File: src/rtl/pipe_skid_stage_reg_pkg.sv
// Shared definitions for the elastic pipeline stage: occupancy encoding and
// the default payload width.
package pipe_skid_stage_reg_pkg;

  localparam int DEFAULT_DATA_WIDTH = 32;

  // Encoding doubles as the stored-entry count.
  typedef enum logic [1:0] {
    ST_EMPTY = 2'd0,
    ST_FULL  = 2'd1,
    ST_SKID  = 2'd2
  } stage_state_e;

endpackage

File: src/rtl/pipe_skid_stage_reg_if.sv
// Handshake bundle between an upstream producer, the stage and a downstream
// consumer. The slave modport is the stage's view.
interface pipe_skid_stage_reg_if
  import pipe_skid_stage_reg_pkg::*;
#(
  parameter int DATA_WIDTH = DEFAULT_DATA_WIDTH
) ();

  logic                  i_Flush;
  logic                  i_Freeze;
  logic                  i_Valid;
  logic [DATA_WIDTH-1:0] i_Data;
  logic                  o_Ready;
  logic                  o_Valid;
  logic [DATA_WIDTH-1:0] o_Data;
  logic                  i_Ready;
  logic [1:0]            o_Count;

  modport master (
    output i_Flush, i_Freeze, i_Valid, i_Data, i_Ready,
    input  o_Ready, o_Valid, o_Data, o_Count
  );

  modport slave (
    input  i_Flush, i_Freeze, i_Valid, i_Data, i_Ready,
    output o_Ready, o_Valid, o_Data, o_Count
  );

endinterface

File: src/rtl/pipe_skid_stage_reg_data_reg.sv
// Payload register with async reset, load enable and a synchronous clear
// back to the reset value; clear wins over load.
module pipe_data_reg
  import pipe_skid_stage_reg_pkg::*;
#(
  parameter int                    DATA_WIDTH  = DEFAULT_DATA_WIDTH,
  parameter logic [DATA_WIDTH-1:0] RESET_VALUE = '0
) (
  input  logic                  clk,
  input  logic                  reset,
  input  logic                  load,
  input  logic                  clear,
  input  logic [DATA_WIDTH-1:0] d,
  output logic [DATA_WIDTH-1:0] q
);

  always_ff @(posedge clk or posedge reset) begin
    if (reset) begin
      q <= RESET_VALUE;
    end else if (clear) begin
      q <= RESET_VALUE;
    end else if (load) begin
      q <= d;
    end
  end

endmodule

File: src/rtl/pipe_skid_stage_reg.sv
// One elastic pipeline stage: registered valid/ready handshake with a 2-entry
// skid buffer so upstream ready never depends combinationally on downstream.
module pipe_skid_stage_reg
  import pipe_skid_stage_reg_pkg::*;
#(
  parameter int                    DATA_WIDTH        = DEFAULT_DATA_WIDTH,
  parameter logic [DATA_WIDTH-1:0] RESET_VALUE       = '0,
  parameter bit                    FLUSH_CLEARS_DATA = 1'b1
) (
  input logic                  clk,
  input logic                  reset,
  pipe_skid_stage_reg_if.slave bus
);

  stage_state_e          state_q;
  stage_state_e          state_d;
  logic                  ready_en_q;
  logic                  main_v;
  logic                  skid_v;
  logic                  accept;
  logic                  drain;
  logic                  main_load;
  logic                  main_from_skid;
  logic                  skid_load;
  logic                  data_clear;
  logic [DATA_WIDTH-1:0] main_q;
  logic [DATA_WIDTH-1:0] skid_q;
  logic [DATA_WIDTH-1:0] main_d;

  // ready_en_q keeps o_Ready low until the first edge after reset release.
  always_ff @(posedge clk or posedge reset) begin
    if (reset) begin
      state_q    <= ST_EMPTY;
      ready_en_q <= 1'b0;
    end else begin
      state_q    <= state_d;
      ready_en_q <= 1'b1;
    end
  end

  assign main_v = (state_q != ST_EMPTY);
  assign skid_v = (state_q == ST_SKID);

  assign bus.o_Ready = ready_en_q & ~skid_v & ~bus.i_Flush & ~bus.i_Freeze;
  assign bus.o_Valid = main_v & ~bus.i_Flush & ~bus.i_Freeze;
  assign bus.o_Data  = main_q;
  assign bus.o_Count = state_q;

  assign accept = bus.i_Valid & bus.o_Ready;
  assign drain  = bus.o_Valid & bus.i_Ready;

  always_comb begin
    state_d        = state_q;
    main_load      = 1'b0;
    main_from_skid = 1'b0;
    skid_load      = 1'b0;
    data_clear     = 1'b0;
    if (bus.i_Flush) begin
      state_d    = ST_EMPTY;
      data_clear = FLUSH_CLEARS_DATA;
    end else if (!bus.i_Freeze) begin
      unique case (state_q)
        ST_EMPTY: begin
          if (accept) begin
            state_d   = ST_FULL;
            main_load = 1'b1;
          end
        end
        ST_FULL: begin
          if (accept && drain) begin
            main_load = 1'b1;
          end else if (accept) begin
            state_d   = ST_SKID;
            skid_load = 1'b1;
          end else if (drain) begin
            state_d = ST_EMPTY;
          end
        end
        ST_SKID: begin
          // The skid entry is the younger one, so it moves up on drain.
          if (drain) begin
            state_d        = ST_FULL;
            main_load      = 1'b1;
            main_from_skid = 1'b1;
          end
        end
        default: state_d = ST_EMPTY;
      endcase
    end
  end

  assign main_d = main_from_skid ? skid_q : bus.i_Data;

  pipe_data_reg #(
    .DATA_WIDTH  (DATA_WIDTH),
    .RESET_VALUE (RESET_VALUE)
  ) u_main (
    .clk   (clk),
    .reset (reset),
    .load  (main_load),
    .clear (data_clear),
    .d     (main_d),
    .q     (main_q)
  );

  pipe_data_reg #(
    .DATA_WIDTH  (DATA_WIDTH),
    .RESET_VALUE (RESET_VALUE)
  ) u_skid (
    .clk   (clk),
    .reset (reset),
    .load  (skid_load),
    .clear (data_clear),
    .d     (bus.i_Data),
    .q     (skid_q)
  );

endmodule

File: src/flat_wrapper.sv
// flat-port wrapper written by rule: the top's interface ports become plain ports
module pipe_skid_stage_reg_flat import pipe_skid_stage_reg_pkg::*;
#(
  parameter int                    DATA_WIDTH        = DEFAULT_DATA_WIDTH,
  parameter logic [DATA_WIDTH-1:0] RESET_VALUE       = '0,
  parameter bit                    FLUSH_CLEARS_DATA = 1'b1
)
  (clk, reset, bus_i_Flush, bus_i_Freeze, bus_i_Valid, bus_i_Data, bus_i_Ready, bus_o_Ready, bus_o_Valid, bus_o_Data, bus_o_Count);
  pipe_skid_stage_reg_if #(.DATA_WIDTH(DATA_WIDTH)) bus_i ();
  input logic clk;
  input logic reset;
  input wire logic [$bits(bus_i.i_Flush)-1:0] bus_i_Flush;
  input wire logic [$bits(bus_i.i_Freeze)-1:0] bus_i_Freeze;
  input wire logic [$bits(bus_i.i_Valid)-1:0] bus_i_Valid;
  input wire logic [$bits(bus_i.i_Data)-1:0] bus_i_Data;
  input wire logic [$bits(bus_i.i_Ready)-1:0] bus_i_Ready;
  output wire logic [$bits(bus_i.o_Ready)-1:0] bus_o_Ready;
  output wire logic [$bits(bus_i.o_Valid)-1:0] bus_o_Valid;
  output wire logic [$bits(bus_i.o_Data)-1:0] bus_o_Data;
  output wire logic [$bits(bus_i.o_Count)-1:0] bus_o_Count;
  assign bus_i.i_Flush = bus_i_Flush;
  assign bus_i.i_Freeze = bus_i_Freeze;
  assign bus_i.i_Valid = bus_i_Valid;
  assign bus_i.i_Data = bus_i_Data;
  assign bus_i.i_Ready = bus_i_Ready;
  assign bus_o_Ready = bus_i.o_Ready;
  assign bus_o_Valid = bus_i.o_Valid;
  assign bus_o_Data = bus_i.o_Data;
  assign bus_o_Count = bus_i.o_Count;
  pipe_skid_stage_reg #(.DATA_WIDTH(DATA_WIDTH), .RESET_VALUE(RESET_VALUE), .FLUSH_CLEARS_DATA(FLUSH_CLEARS_DATA)) u_core (.clk(clk), .reset(reset), .bus(bus_i));
endmodule
File: config.mk
export PLATFORM = sky130hd
export DESIGN_NAME = pipe_skid_stage_reg_flat
export DESIGN_NICKNAME = d
export VERILOG_FILES = /design/src/rtl/pipe_skid_stage_reg_pkg.sv /design/src/rtl/pipe_skid_stage_reg_if.sv /design/src/rtl/pipe_skid_stage_reg_data_reg.sv /design/src/rtl/pipe_skid_stage_reg.sv /design/src/flat_wrapper.sv
export SDC_FILE = /design/constraint.sdc
export NUM_CORES = 1
export LEC_CHECK = 0
export CORE_UTILIZATION = 43
export CTS_CLUSTER_DIAMETER = 120
export DETAILED_ROUTE_END_ITERATION = 12
export PLACE_DENSITY = 0.66
export REMOVE_ABC_BUFFERS = 1
export SLEW_MARGIN = 10
export SYNTH_ARGS = -nofsm -noshare
export SYNTH_HDL_FRONTEND = slang
export SYNTH_HIERARCHICAL = 1
export SYNTH_SLANG_ARGS = --single-unit
File: constraint.sdc
create_clock -name clk -period 2.05 [get_ports clk]
set_input_delay 0.41 -clock clk [delete_from_list [all_inputs] [get_ports clk]]
set_output_delay 0.41 -clock clk [all_outputs]
set_load 0.02 [all_outputs]
==> impl_metrics.csv <==
group,metric,value,unit
worst_setup_path,worst-path-buf-inv,2,
synth,netlist_area,3422,µm²
timing,setup_ws,0.1005,ns
power_and_ir_drop,p_sw,628.4,µW
clock_tree,clockRootBuffer,"clkbuf_8",
placed_design,hpwl,4525,µm
die,start_util,0.4428,
worst_setup_path,cp.required,1.64,ns
die,die_area,8319,µm²
die,rows,32,
worst_setup_path,cp_max_fo,3,
power_and_ir_drop,comb_power_share,0.125,
worst_setup_path,setup.worst_path.start,"bus_i_Freeze",
worst_setup_path,critPathMaxStageDelay,0.52,ns
detailed_routing,dr_total_vias,2230,
synth,synthTopCellsByCount,"67 x dfrtp_1, 64 x mux2i_1, 64 x nor2_1",
global_routing,antenna_found_initial,0,
outcome,status,"complete, no violations",
detailed_routing,dr.pass1.iters,4,
power_and_ir_drop,power_density,583.5,nW/µm²
global_routing,grt_pass1_vias,2261,
synth,synth_most_common_cell,"dfrtp_1",
worst_setup_path,r2r-start,"u_core/bus.o_Count[0]",
worst_setup_path,crit_path_end_kind,"output pin",
synth,synth_ff_type,"dfrtp_1",
timing,clock.fmax,513.0,MHz
synth,ys_ff_latch,67,
synth,yosysUniqueCellTypes,26,
worst_setup_path,reg2reg_depth,6,
worst_setup_path,r2r-end,"u_core/u_main/q[23]",
die,coreArea,7727,µm²
detailed_routing,drc,0,
clock_tree,cts_hold_buf,0,
clock_tree,cts_sinks,67,
clock_tree,tritoncts.num_buffers,9,
worst_setup_path,slowest_stage,"clkdlybuf4s50_1",
synth,yosys_warnings,6,
clock_tree,cts_tree,"done",
run,maxCapViolCount,0,
finish,syn_to_final_growth,29.36,%
clock_tree,clk_pin_slew,0.06,ns
worst_setup_path,cp.depth,4,
clock_tree,cts_buffer_depth,2,
timing,fin_crit_sh,0.9510,
timing,setup_violations,0,
power_and_ir_drop,ir_drop,0.0003372,V
timing,maxSlewViolCount,0,
placed_design,pre_cts_ws,-0.1716,ns
finish,antenna_cells,0,
synth,synthCells,267,
timing,fin_skew,0.006616,ns
timing,slew_headroom,0.5322,
worst_setup_path,crit_arrival,1.54,ns
power_and_ir_drop,p_sw_frac,0.2433,
timing,rsz0062_at_grt,"false",
global_routing,grt_usage,0.1762,
synth,synth_edf_count,0,
synth,ys_top_cells_by_area,"dfrtp_1 49%, mux2i_1 19%, mux2_4 13%",
worst_setup_path,critical-path-top-delay-family,"buffers and inverters",
timing,layout_min_cycle_time,1.950,ns
clock_tree,clock_latency,0.33,ns
detailed_routing,drt-total-wl,6744,µm
power_and_ir_drop,p_leak,0.002005,µW
power_and_ir_drop,seq_power_share,0.524,
detailed_routing,ant_nets,0,
worst_setup_path,start_kind,"input port",
clock_tree,cts_setup_buffers,0,
global_routing,grt_max_degree,68,
synth,yosysSeqAreaShare,0.4899,
synth,yosysTopAreaCellShare,0.4899,
timing,finalHoldViolations,0,
timing,worst_slew_pin_slew,0.7017,ns
worst_setup_path,path_cells,"clkdlybuf4s50_1, nor2_8, and3_1, dlygate4sd2_1",
finish,fill_cells,676,
synth,synth-async-reset-ratio,1.000,
finish,drive_gt1_frac,0.1983,
power_and_ir_drop,clockPowerShare,0.351,
placed_design,gp_congestion,0.6635,
die,die_w,91.21,µm
power_and_ir_drop,p_int,1955,µW
synth,synth_top_area_cell,"dfrtp_1",
finish,utilization,0.5729,
worst_setup_path,worstSetupPathType,"input port to output pin",
die,fp.dieH,91.21,µm
detailed_routing,viasPerCell,4.848,
die,io_pins,74,
placed_design,portBuffers,73,
global_routing,grt_pass1_wl,11300,µm
synth,avgSynthCellArea,12.82,µm²
clock_tree,ctsResizeCount,2,
global_routing,grt.overflow.total,0,
worst_setup_path,critPathCapture,"bus_o_Ready",
worst_setup_path,ff2ff_setup_slack,0.36,ns
finish,fin_nets,391,
detailed_routing,detail_route.wl_per_cell,14.66,µm
hold_path,min_path_type,"input port to async pin",
clock_tree,cts_max_level,3,
detailed_routing,dr.first_iter.drc_count,79,
[power by group through the flow]
stage / sequential (µW) / clock (µW) / combinational, µW
3_5_place_dp: 1380 / 0 / 329
4_1_cts: 1350 / 942 / 329
5_1_grt: 1360 / 987 / 351
3_3_place_gp: 1380 / 0 / 326
6_report: 1350 / 907 / 323
2_1_floorplan: 1400 / 0 / 129
[logic make-up (layout without fill, tap and decap cells)]
group / Yosys count / in the layout / synth area share
mux: 96 / 96 / 0.3254
simple gates: 74 / 74 / 0.09653
flops: 67 / 67 / 0.4899
buf+inv: 21 / 112 / 0.07020
compound gates: 8 / 8 / 0.01682
other cells: 1 / 1 / 0.001096
[flip-flops by register name, indices dropped and copies added, names as in the netlist]
name                flops
u_core/u_skid/q        32
u_core/bus.o_Count      2
u_core/ready_en_q       1
u_core/u_main/q        32
[cell type report]
class                      count  area [µm²]  share of cell area
multi-input combinational    179        1513              0.3417
sequential                    67        1677              0.3787
inverter                       4       15.01            0.003392
clock inverter                 3       15.01            0.003392
timing repair buffer          92       940.9              0.2125
tap                          102       127.6             0.02883
clock buffer                  13       138.9             0.03137
[worst min-delay path by stage]
stage / end / slack [ns]
after floorplan: u_core/bus.o_Count[0] / 0.16
after CTS: u_core/bus.o_Count[0] / 0.35
final: u_core/bus.o_Count[0] / 0.37
after global placement: u_core/u_skid/q[29] / 0.50
after detailed placement: u_core/u_main/q[24] / 0.51
after global routing: u_core/bus.o_Count[0] / 0.38
[metrics by stage]
stage               TNS, ns  power (µW)  area [µm²]  hold slack [ns]  instances
finish                    0        2583        4427           0.3667        460
CTS                       0        2624        4427           0.3476        460
global route              0        2694        4427           0.3842        460
global placement     -3.637        1704        4275           0.4977        444
detailed placement   -5.930        1708        4275           0.5087        444
floorplan           -143.69        1525        3197           0.1636        250
[worst register-to-register path: stages, from the launching register on]
cell	delay [ns]
dfrtp_1	0.44
and3b_4	0.35
nand2_4	0.08
buf_4	0.18
mux2_4	0.30
mux2i_1	0.16
nor2_1	0.06
[placed cells by master (no fill, tap or decap), types with 2 or more instances in the layout]
master,instances
mux2i_1,64
clkinv_2,3
buf_12,6
mux2_4,30
nor2_1,64
clkbuf_8,9
clkbuf_1,4
nand2b_1,2
mux2_2,2
dlygate4sd2_1,2
buf_4,13
inv_1,4
dfrtp_1,67
clkdlybuf4s50_1,70
[layer usage]
| metal | track usage | part of all wire | vias up |
|---|---|---|---|
| li1 | - | - | 1074 |
| met2 | 0.2639 | 0.44 | 51 |
| met5 | 0 | 0 | - |
| met1 | 0.2531 | 0.52 | 1100 |
| met4 | 0.05952 | 0.0079 | 0 |
| met3 | 0.03769 | 0.040 | 5 |
Note: power is estimated with default switching activity, not from simulation.
